[config.mk]
export PLATFORM = sky130hd
export DESIGN_NAME = instr_encoder
export DESIGN_NICKNAME = d
export VERILOG_FILES = /design/src/rtl/rv_isa_pkg.sv /design/src/rtl/instr_pack.sv /design/src/rtl/instr_encoder.sv
export SDC_FILE = /design/constraint.sdc
export NUM_CORES = 1
export LEC_CHECK = 0
export ABC_CLOCK_PERIOD_IN_PS = 2800
export BUFFER_PORTS_ARGS = -buffer_cell sky130_fd_sc_hd__buf_2
export CAP_MARGIN = 20
export CORE_MARGIN = 4
export CORE_UTILIZATION = 50
export CTS_BUF_LIST = sky130_fd_sc_hd__clkbuf_4 sky130_fd_sc_hd__clkbuf_8 sky130_fd_sc_hd__clkbuf_16
export CTS_CLUSTER_DIAMETER = 120
export DETAILED_ROUTE_END_ITERATION = 6
export GPL_ROUTABILITY_DRIVEN = 0
export GPL_TIMING_DRIVEN = 0
export PLACE_DENSITY = 0.74
export SLEW_MARGIN = 20
export SYNTH_ARGS = -nofsm -noshare
export SYNTH_HDL_FRONTEND = slang
export SYNTH_SLANG_ARGS = --single-unit
[constraint.sdc]
create_clock -name clk -period 2.8 [get_ports clk]
set_input_delay 0.14 -clock clk [delete_from_list [all_inputs] [get_ports clk]]
set_output_delay 0.14 -clock clk [all_outputs]
set_load 0.01 [all_outputs]
[src/rtl/rv_isa_pkg.sv]
// Shared RV32I ISA definitions: formats, opcodes, instruction layouts,
// the canonical NOP and the legal immediate ranges per format.
package rv_isa_pkg;

    // Instruction format selector as presented on the request side.
    typedef enum logic [2:0] {
        FMT_R = 3'd0,
        FMT_I = 3'd1,
        FMT_S = 3'd2,
        FMT_B = 3'd3,
        FMT_U = 3'd4,
        FMT_J = 3'd5
    } instr_fmt_e;

    // Base RV32I major opcodes.
    typedef enum logic [6:0] {
        OP_LOAD   = 7'h03,
        OP_IMM    = 7'h13,
        OP_AUIPC  = 7'h17,
        OP_STORE  = 7'h23,
        OP_REG    = 7'h33,
        OP_LUI    = 7'h37,
        OP_BRANCH = 7'h63,
        OP_JALR   = 7'h67,
        OP_JAL    = 7'h6F,
        OP_SYSTEM = 7'h73
    } opcode_e;

    typedef struct packed {
        logic [6:0] funct7;
        logic [4:0] rs2;
        logic [4:0] rs1;
        logic [2:0] funct3;
        logic [4:0] rd;
        logic [6:0] opcode;
    } r_type_t;

    typedef struct packed {
        logic [11:0] imm11_0;
        logic [4:0]  rs1;
        logic [2:0]  funct3;
        logic [4:0]  rd;
        logic [6:0]  opcode;
    } i_type_t;

    typedef struct packed {
        logic [6:0] imm11_5;
        logic [4:0] rs2;
        logic [4:0] rs1;
        logic [2:0] funct3;
        logic [4:0] imm4_0;
        logic [6:0] opcode;
    } s_type_t;

    typedef struct packed {
        logic       imm12;
        logic [5:0] imm10_5;
        logic [4:0] rs2;
        logic [4:0] rs1;
        logic [2:0] funct3;
        logic [3:0] imm4_1;
        logic       imm11;
        logic [6:0] opcode;
    } b_type_t;

    typedef struct packed {
        logic [19:0] imm31_12;
        logic [4:0]  rd;
        logic [6:0]  opcode;
    } u_type_t;

    typedef struct packed {
        logic       imm20;
        logic [9:0] imm10_1;
        logic       imm11;
        logic [7:0] imm19_12;
        logic [4:0] rd;
        logic [6:0] opcode;
    } j_type_t;

    // addi x0, x0, 0
    localparam logic [31:0] NOP_INSTR = 32'h0000_0013;

    // Legal signed immediate ranges (B and J are byte offsets, even only).
    localparam int IMM_IS_MIN = -2048;
    localparam int IMM_IS_MAX = 2047;
    localparam int IMM_B_MIN  = -4096;
    localparam int IMM_B_MAX  = 4094;
    localparam int IMM_J_MIN  = -1048576;
    localparam int IMM_J_MAX  = 1048574;

endpackage

[src/rtl/instr_pack.sv]
// Combinational field-to-word packer: validates the immediate for the
// selected format and produces either the packed word or a NOP plus err.
module instr_pack
    import rv_isa_pkg::*;
(
    input  logic [2:0]  fmt_i,
    input  logic [6:0]  opcode_i,
    input  logic [4:0]  rd_i,
    input  logic [4:0]  rs1_i,
    input  logic [4:0]  rs2_i,
    input  logic [2:0]  funct3_i,
    input  logic [6:0]  funct7_i,
    input  logic [31:0] imm_i,
    output logic [31:0] word_o,
    output logic        err_o
);

    logic signed [31:0] imm_s;
    r_type_t r_w;
    i_type_t i_w;
    s_type_t s_w;
    b_type_t b_w;
    u_type_t u_w;
    j_type_t j_w;
    logic [31:0] word;
    logic        bad;

    assign imm_s = $signed(imm_i);

    // Build every layout, then select by format and validate the immediate.
    always_comb begin
        r_w = '{funct7: funct7_i, rs2: rs2_i, rs1: rs1_i, funct3: funct3_i,
                rd: rd_i, opcode: opcode_i};
        i_w = '{imm11_0: imm_i[11:0], rs1: rs1_i, funct3: funct3_i,
                rd: rd_i, opcode: opcode_i};
        s_w = '{imm11_5: imm_i[11:5], rs2: rs2_i, rs1: rs1_i,
                funct3: funct3_i, imm4_0: imm_i[4:0], opcode: opcode_i};
        b_w = '{imm12: imm_i[12], imm10_5: imm_i[10:5], rs2: rs2_i,
                rs1: rs1_i, funct3: funct3_i, imm4_1: imm_i[4:1],
                imm11: imm_i[11], opcode: opcode_i};
        u_w = '{imm31_12: imm_i[31:12], rd: rd_i, opcode: opcode_i};
        j_w = '{imm20: imm_i[20], imm10_1: imm_i[10:1], imm11: imm_i[11],
                imm19_12: imm_i[19:12], rd: rd_i, opcode: opcode_i};

        word = NOP_INSTR;
        bad  = 1'b0;
        case (instr_fmt_e'(fmt_i))
            FMT_R: begin
                word = r_w;
            end
            FMT_I: begin
                word = i_w;
                bad  = (imm_s < IMM_IS_MIN) || (imm_s > IMM_IS_MAX);
            end
            FMT_S: begin
                word = s_w;
                bad  = (imm_s < IMM_IS_MIN) || (imm_s > IMM_IS_MAX);
            end
            FMT_B: begin
                word = b_w;
                bad  = (imm_s < IMM_B_MIN) || (imm_s > IMM_B_MAX) || imm_i[0];
            end
            FMT_U: begin
                word = u_w;
                bad  = (imm_i[11:0] != 12'd0);
            end
            FMT_J: begin
                word = j_w;
                bad  = (imm_s < IMM_J_MIN) || (imm_s > IMM_J_MAX) || imm_i[0];
            end
            default: begin
                bad = 1'b1;
            end
        endcase

        word_o = bad ? NOP_INSTR : word;
        err_o  = bad;
    end

endmodule

[src/rtl/instr_encoder.sv]
// RV32I instruction encoder: packs request fields into a 32-bit word, tags
// it with a wrapping instruction-memory byte address and buffers it in a
// 2-entry FIFO.
//
// Handshake: a request transfers on a rising edge where req_valid && req_ready;
// an output word transfers on a rising edge where out_valid && out_ready.
// req_ready reflects only the registered occupancy (no pass-through when
// full), and the head entry is held stable while out_valid && !out_ready.
module instr_encoder
    import rv_isa_pkg::*;
#(
    parameter int                ADDR_W    = 32,
    parameter logic [ADDR_W-1:0] BASE_ADDR = '0,
    parameter int                MEM_WORDS = 1024
) (
    input  logic              clk,
    input  logic              rst,
    input  logic              clear,
    input  logic              req_valid,
    output logic              req_ready,
    input  logic [2:0]        req_fmt,
    input  logic [6:0]        req_opcode,
    input  logic [4:0]        req_rd,
    input  logic [4:0]        req_rs1,
    input  logic [4:0]        req_rs2,
    input  logic [2:0]        req_funct3,
    input  logic [6:0]        req_funct7,
    input  logic [31:0]       req_imm,
    output logic              out_valid,
    input  logic              out_ready,
    output logic [31:0]       out_instr,
    output logic [ADDR_W-1:0] out_addr,
    output logic              out_err,
    output logic              err_sticky
);

    typedef struct packed {
        logic [31:0]       instr;
        logic [ADDR_W-1:0] addr;
        logic              err;
    } entry_t;

    // Entry 0 is always the head; entry 1 is only meaningful when count is 2.
    entry_t            ent0_q, ent0_d;
    entry_t            ent1_q, ent1_d;
    logic [1:0]        count_q, count_d;
    logic [ADDR_W-1:0] addr_q, addr_d;
    logic [31:0]       idx_q, idx_d;
    logic              sticky_q, sticky_d;

    logic [31:0] pack_word;
    logic        pack_err;
    entry_t      new_ent;
    logic        push;
    logic        pop;

    instr_pack u_pack (
        .fmt_i    (req_fmt),
        .opcode_i (req_opcode),
        .rd_i     (req_rd),
        .rs1_i    (req_rs1),
        .rs2_i    (req_rs2),
        .funct3_i (req_funct3),
        .funct7_i (req_funct7),
        .imm_i    (req_imm),
        .word_o   (pack_word),
        .err_o    (pack_err)
    );

    assign req_ready  = (count_q < 2'd2);
    assign out_valid  = (count_q != 2'd0);
    assign out_instr  = out_valid ? ent0_q.instr : 32'd0;
    assign out_addr   = out_valid ? ent0_q.addr : '0;
    assign out_err    = out_valid & ent0_q.err;
    assign err_sticky = sticky_q;

    assign push    = req_valid && req_ready;
    assign pop     = out_valid && out_ready;
    assign new_ent = '{instr: pack_word, addr: addr_q, err: pack_err};

    // Next-state for FIFO occupancy, address counter and sticky error.
    always_comb begin
        ent0_d   = ent0_q;
        ent1_d   = ent1_q;
        count_d  = count_q;
        addr_d   = addr_q;
        idx_d    = idx_q;
        sticky_d = sticky_q;

        if (push && pop) begin
            // Only possible with one entry: the new word replaces the head.
            ent0_d = new_ent;
        end else if (pop) begin
            ent0_d  = ent1_q;
            count_d = count_q - 2'd1;
        end else if (push) begin
            if (count_q == 2'd0) begin
                ent0_d = new_ent;
            end else begin
                ent1_d = new_ent;
            end
            count_d = count_q + 2'd1;
        end

        if (push) begin
            if (idx_q == 32'(MEM_WORDS - 1)) begin
                idx_d  = 32'd0;
                addr_d = BASE_ADDR;
            end else begin
                idx_d  = idx_q + 32'd1;
                addr_d = addr_q + ADDR_W'(4);
            end
            if (pack_err) begin
                sticky_d = 1'b1;
            end
        end
    end

    // State register; reset and clear both flush everything.
    always_ff @(posedge clk) begin
        if (rst || clear) begin
            ent0_q   <= '0;
            ent1_q   <= '0;
            count_q  <= 2'd0;
            addr_q   <= BASE_ADDR;
            idx_q    <= 32'd0;
            sticky_q <= 1'b0;
        end else begin
            ent0_q   <= ent0_d;
            ent1_q   <= ent1_d;
            count_q  <= count_d;
            addr_q   <= addr_d;
            idx_q    <= idx_d;
            sticky_q <= sticky_d;
        end
    end

endmodule

==> key figures <==
Global route
  • Total track usage: 0.251
  • First-pass GRT wire length: between 40 and 50 mm
  • Vias in the first global route: between 8000 and 9000
  • Grt met1 use: 0.332
  • GR Util met2: 0.414
  • Initial antenna violation count: 1
  • Global route overflow: 0
  • Met3 Use GR: 0.0426
  • Most used routing layer: met2
  • Pin count of the biggest net entering global routing: 17

Timing
  • Worst rel slew slack: 0.402
  • Hold Vio Cnt, Final: 0
  • Tcrit/Tclk final: 0.951
  • Achievable Freq: around 380 MHz
  • Final setup violation count: 0
  • Hold Slack: approximately 42 ps
  • Setup ws final: between 100 and 150 ps
  • Crit path time final: between 2000 and 3000 ps
  • Final-report max-slew violation count: 0
  • Worst-Margin Slew: ~900 ps
  • RSZ-0062 raised after global routing: true
  • Clock Skews: 9.15 ps

Yosys
  • Synth Flop Type: dfxtp_1
  • EDFF count, synth: 0
  • Largest family of logic cells by synthesized area: simple AND/OR/NAND/NOR gates
  • Largest cells by area after synthesis: dfxtp_1 (42%), nand2_1 (8.0%), nor2_1 (6.8%), and2_1 (4.8%), xor2_1 (3.9%)
  • Synthesized cell area: 9170 sq um
  • Synth Area in Compound Gates: 0.176
  • Synth async-reset ratio: 0
  • Seq/Total Area, Yosys: 0.417
  • Most common cell in the netlist: nand2_1
  • Post-synth top cells: nand2_1 (196), dfxtp_1 (191), nor2_1 (167)
  • Post-Synth Adder-Cell Area: 0.00546
  • Mux share of post-synthesis cell area: 0.0101
  • Synth Register Bits: 191
  • Synthesis warning total: 0
  • Syn Area/Cell: between 7 and 8 sq um
  • Synth Area in XOR/XNOR: 0.0554
  • Synth top area share: 0.417
  • Distinct cell type count after synthesis: 50
  • Synth Area in Simple Gates: 0.289
  • Synth area leader: dfxtp_1
  • Synth Instances: ~1200

Setup path
  • CP startpoint kind: register
  • Worst path arrival time: between 2000 and 3000 ps
  • Worst endpoint required time: 3120 ps
  • CP endpoint: ent0_q[59]
  • CP max stage delay: about 410 ps
  • R2R Setup Slk: between 100 and 150 ps
  • RR Endpoint: ent0_q[59]
  • Top Family by Delay on Critical Path: buffers and inverters
  • Worst setup path category: reg -> reg
  • Reg2Reg Depth: 9
  • Bufs and invs on worst path: 4
  • CP endpoint kind: register
  • Critical path fanouts, max: 13
  • Critical Path Start: count_q[1]
  • CP Depth: 9
  • FF-to-FF Start: count_q[1]
  • Crit path max-delay cell type: dfxtp_2
  • Crit path cell chain: nand2b_4, inv_1, ha_1, or2_2, clkbuf_1, a31oi_1, clkbuf_4, buf_6, a21oi_2

Clocking
  • CTS clk-pin slew, worst paths: around 70 ps
  • Root buffer cell: clkbuf_16
  • CTS Buf Count: 17
  • Clk sink count: about 190
  • CTS tree: yes
  • Number of H-tree levels: 4
  • Post-CTS Setup Bufs: 0
  • Post-CTS Hold Buffers: 0
  • Bufs on Longest Clock Path: 2
  • Clk Latency, worst-skew pair: 430 ps

Worst hold path
  • Min-delay worst type: in -> reg
  • Critical hold path startpoint: req_opcode[4]

Flow run
  • Max_cap viols: 0

Placed design
  • Port bufs: about 140
  • Hpwl dp: about 19 mm
  • Place WS: -361 ps
  • Placed Area: a little over 10000 sq um
  • DP Cell Count: 1517

Cells and area
  • Fin nets: approximately 1400
  • Filler instances: around 1700
  • Fin cells: approximately 1500
  • Diodes inserted: 0
  • Syn-to-layout area delta: 17.5%
  • Layout cells sized above 1: 0.167
  • Design Area, Final: about 11000 sq um

Drt
  • Vias: 8953
  • Antenna viol nets, final: 0
  • Wire per inst: between 15 and 20 um
  • Vias per inst: approximately 5.8
  • Final wirelength: between 20 and 30 mm
  • Initial DRC Count: 693
  • DR DRC count: 0
  • Drt pass-1 iters: 5

Floorplanning
  • Starting Density: 0.509
  • Core ar.: approximately 18000 sq um
  • # rows: just under 50
  • Die ar.: between 20000 and 25000 sq um
  • Die Span Y: 143 um
  • Ports: 140
  • Die width: between 100 and 150 um

Pwr
  • Combinational Power Share: 0.109
  • Clock power share: 0.423
  • Int Power: roughly 4.5 mW
  • Net Sw Power: approximately 1.5 mW
  • Seq pwr share: 0.468
  • VDD IR-drop max: around 0.00047 V
  • Power per Cell Area: ~550 nW/um^2
  • Sw Ratio: 0.253
  • LEAKAGE: about 4.0 nW

Run status
  • Status: complete, no violations
-- cell usage in the layout (no fill, tap or decap), types with 6 or more instances in the layout --
| master | Yosys | layout |
|---|---|---|
| buf_2 | 6 | 142 |
| clkbuf_1 | 71 | 58 |
| nor4_2 | 6 | 6 |
| nand4_1 | 19 | 19 |
| clkbuf_16 | 0 | 17 |
| a32oi_1 | 34 | 34 |
| and4_1 | 10 | 10 |
| and2_1 | 71 | 71 |
| clkbuf_2 | 0 | 10 |
| nand3_1 | 49 | 49 |
| nor2_1 | 167 | 166 |
| nor3b_1 | 6 | 6 |
| mux2i_1 | 7 | 7 |
| o21ai_0 | 26 | 26 |
| a311oi_1 | 30 | 30 |
| nand2_1 | 196 | 196 |
| a22oi_1 | 25 | 25 |
| a21oi_1 | 57 | 57 |
| inv_1 | 8 | 8 |
| buf_6 | 7 | 7 |
| nor4_1 | 10 | 10 |
| dfxtp_1 | 191 | 190 |
| a21oi_2 | 10 | 10 |
| o211ai_1 | 25 | 25 |
| xor2_1 | 41 | 41 |
| and3_1 | 7 | 7 |
| o21a_1 | 6 | 6 |
| xnor2_1 | 17 | 17 |
-- state kept, by name (all words and copies together) (netlist names) --
register / cells
idx_q: 32
ent1_q: 63
addr_q: 30
count_q: 2
ent0_q: 63
err_sticky: 1
-- cell families after synthesis --
family	count (synthesis)
other	1
buffers and inverters	95
and+or+nand+nor	565
xor gates and xnor gates	58
adders and majority gates	4
muxes	9
AOI/OAI and AO/OA	228
DFF	191
-- metrics by stage --
stage / utilization / TNS [ps] / total power [mW]
floorplan: - / 0 / 3.24
global placement: 0.563 / -7130 / 3.49
detailed placement: 0.563 / -9320 / 3.49
CTS: 0.597 / 0 / 5.99
global route: 0.598 / -169 / 6.17
finish: 0.598 / 0 / 5.97
-- power groups by stage --
stage                     sequential [mW]  clock, mW  combinational (mW)
after floorplan                      2.84          0               0.397
after global placement               2.85          0               0.634
after detailed placement             2.85          0               0.639
after CTS                            2.79       2.55               0.644
after global routing                 2.80       2.66               0.717
final                                2.79       2.53               0.654
-- worst min path at each step --
stage                     cells past startpoint          to  slack [ps]
final                                         3  ent1_q[37]          40
after global routing                          3  ent1_q[37]          50
after CTS                                     3  ent1_q[37]          20
after detailed placement                      2  ent1_q[27]         450
after global placement                        2  ent1_q[15]         440
after floorplan                               2  ent1_q[33]         310
-- final cells by class --
| cell class | instances | area (sq um) | area share |
|---|---|---|---|
| plain buffers | 86 | 407 | 0.0378 |
| clock buffers | 22 | 482 | 0.0447 |
| clock inverters | 9 | 134 | 0.0124 |
| inverters | 8 | 30.0 | 0.00279 |
| multi-input cells | 866 | 4930 | 0.457 |
| flip-flops and latches | 191 | 3820 | 0.355 |
| well taps | 229 | 287 | 0.0266 |
| repair buffers | 136 | 681 | 0.0632 |
-- routing by layer --
| metal | wire length (um) | up-vias |
|---|---|---|
| met5 | 14 | - |
| met3 | 1880 | 58 |
| met2 | 12200 | 330 |
| met1 | 11300 | 4243 |
| met4 | 680 | 2 |
| li1 | - | 4320 |
-- worst min-delay path, delay by kind of cell --
| family | cells | cell delay [ps] |
|---|---|---|
| simple gates | 1 | 50 |
| buf+inv | 1 | 120 |
| compound gates | 1 | 120 |
-- repair_timing --
item,CTS,global route
hold endpoints to repair,0,0
endpoints found under the setup margin,103,84
resized for setup,10,8
Note: power is estimated with default switching activity, not from simulation.
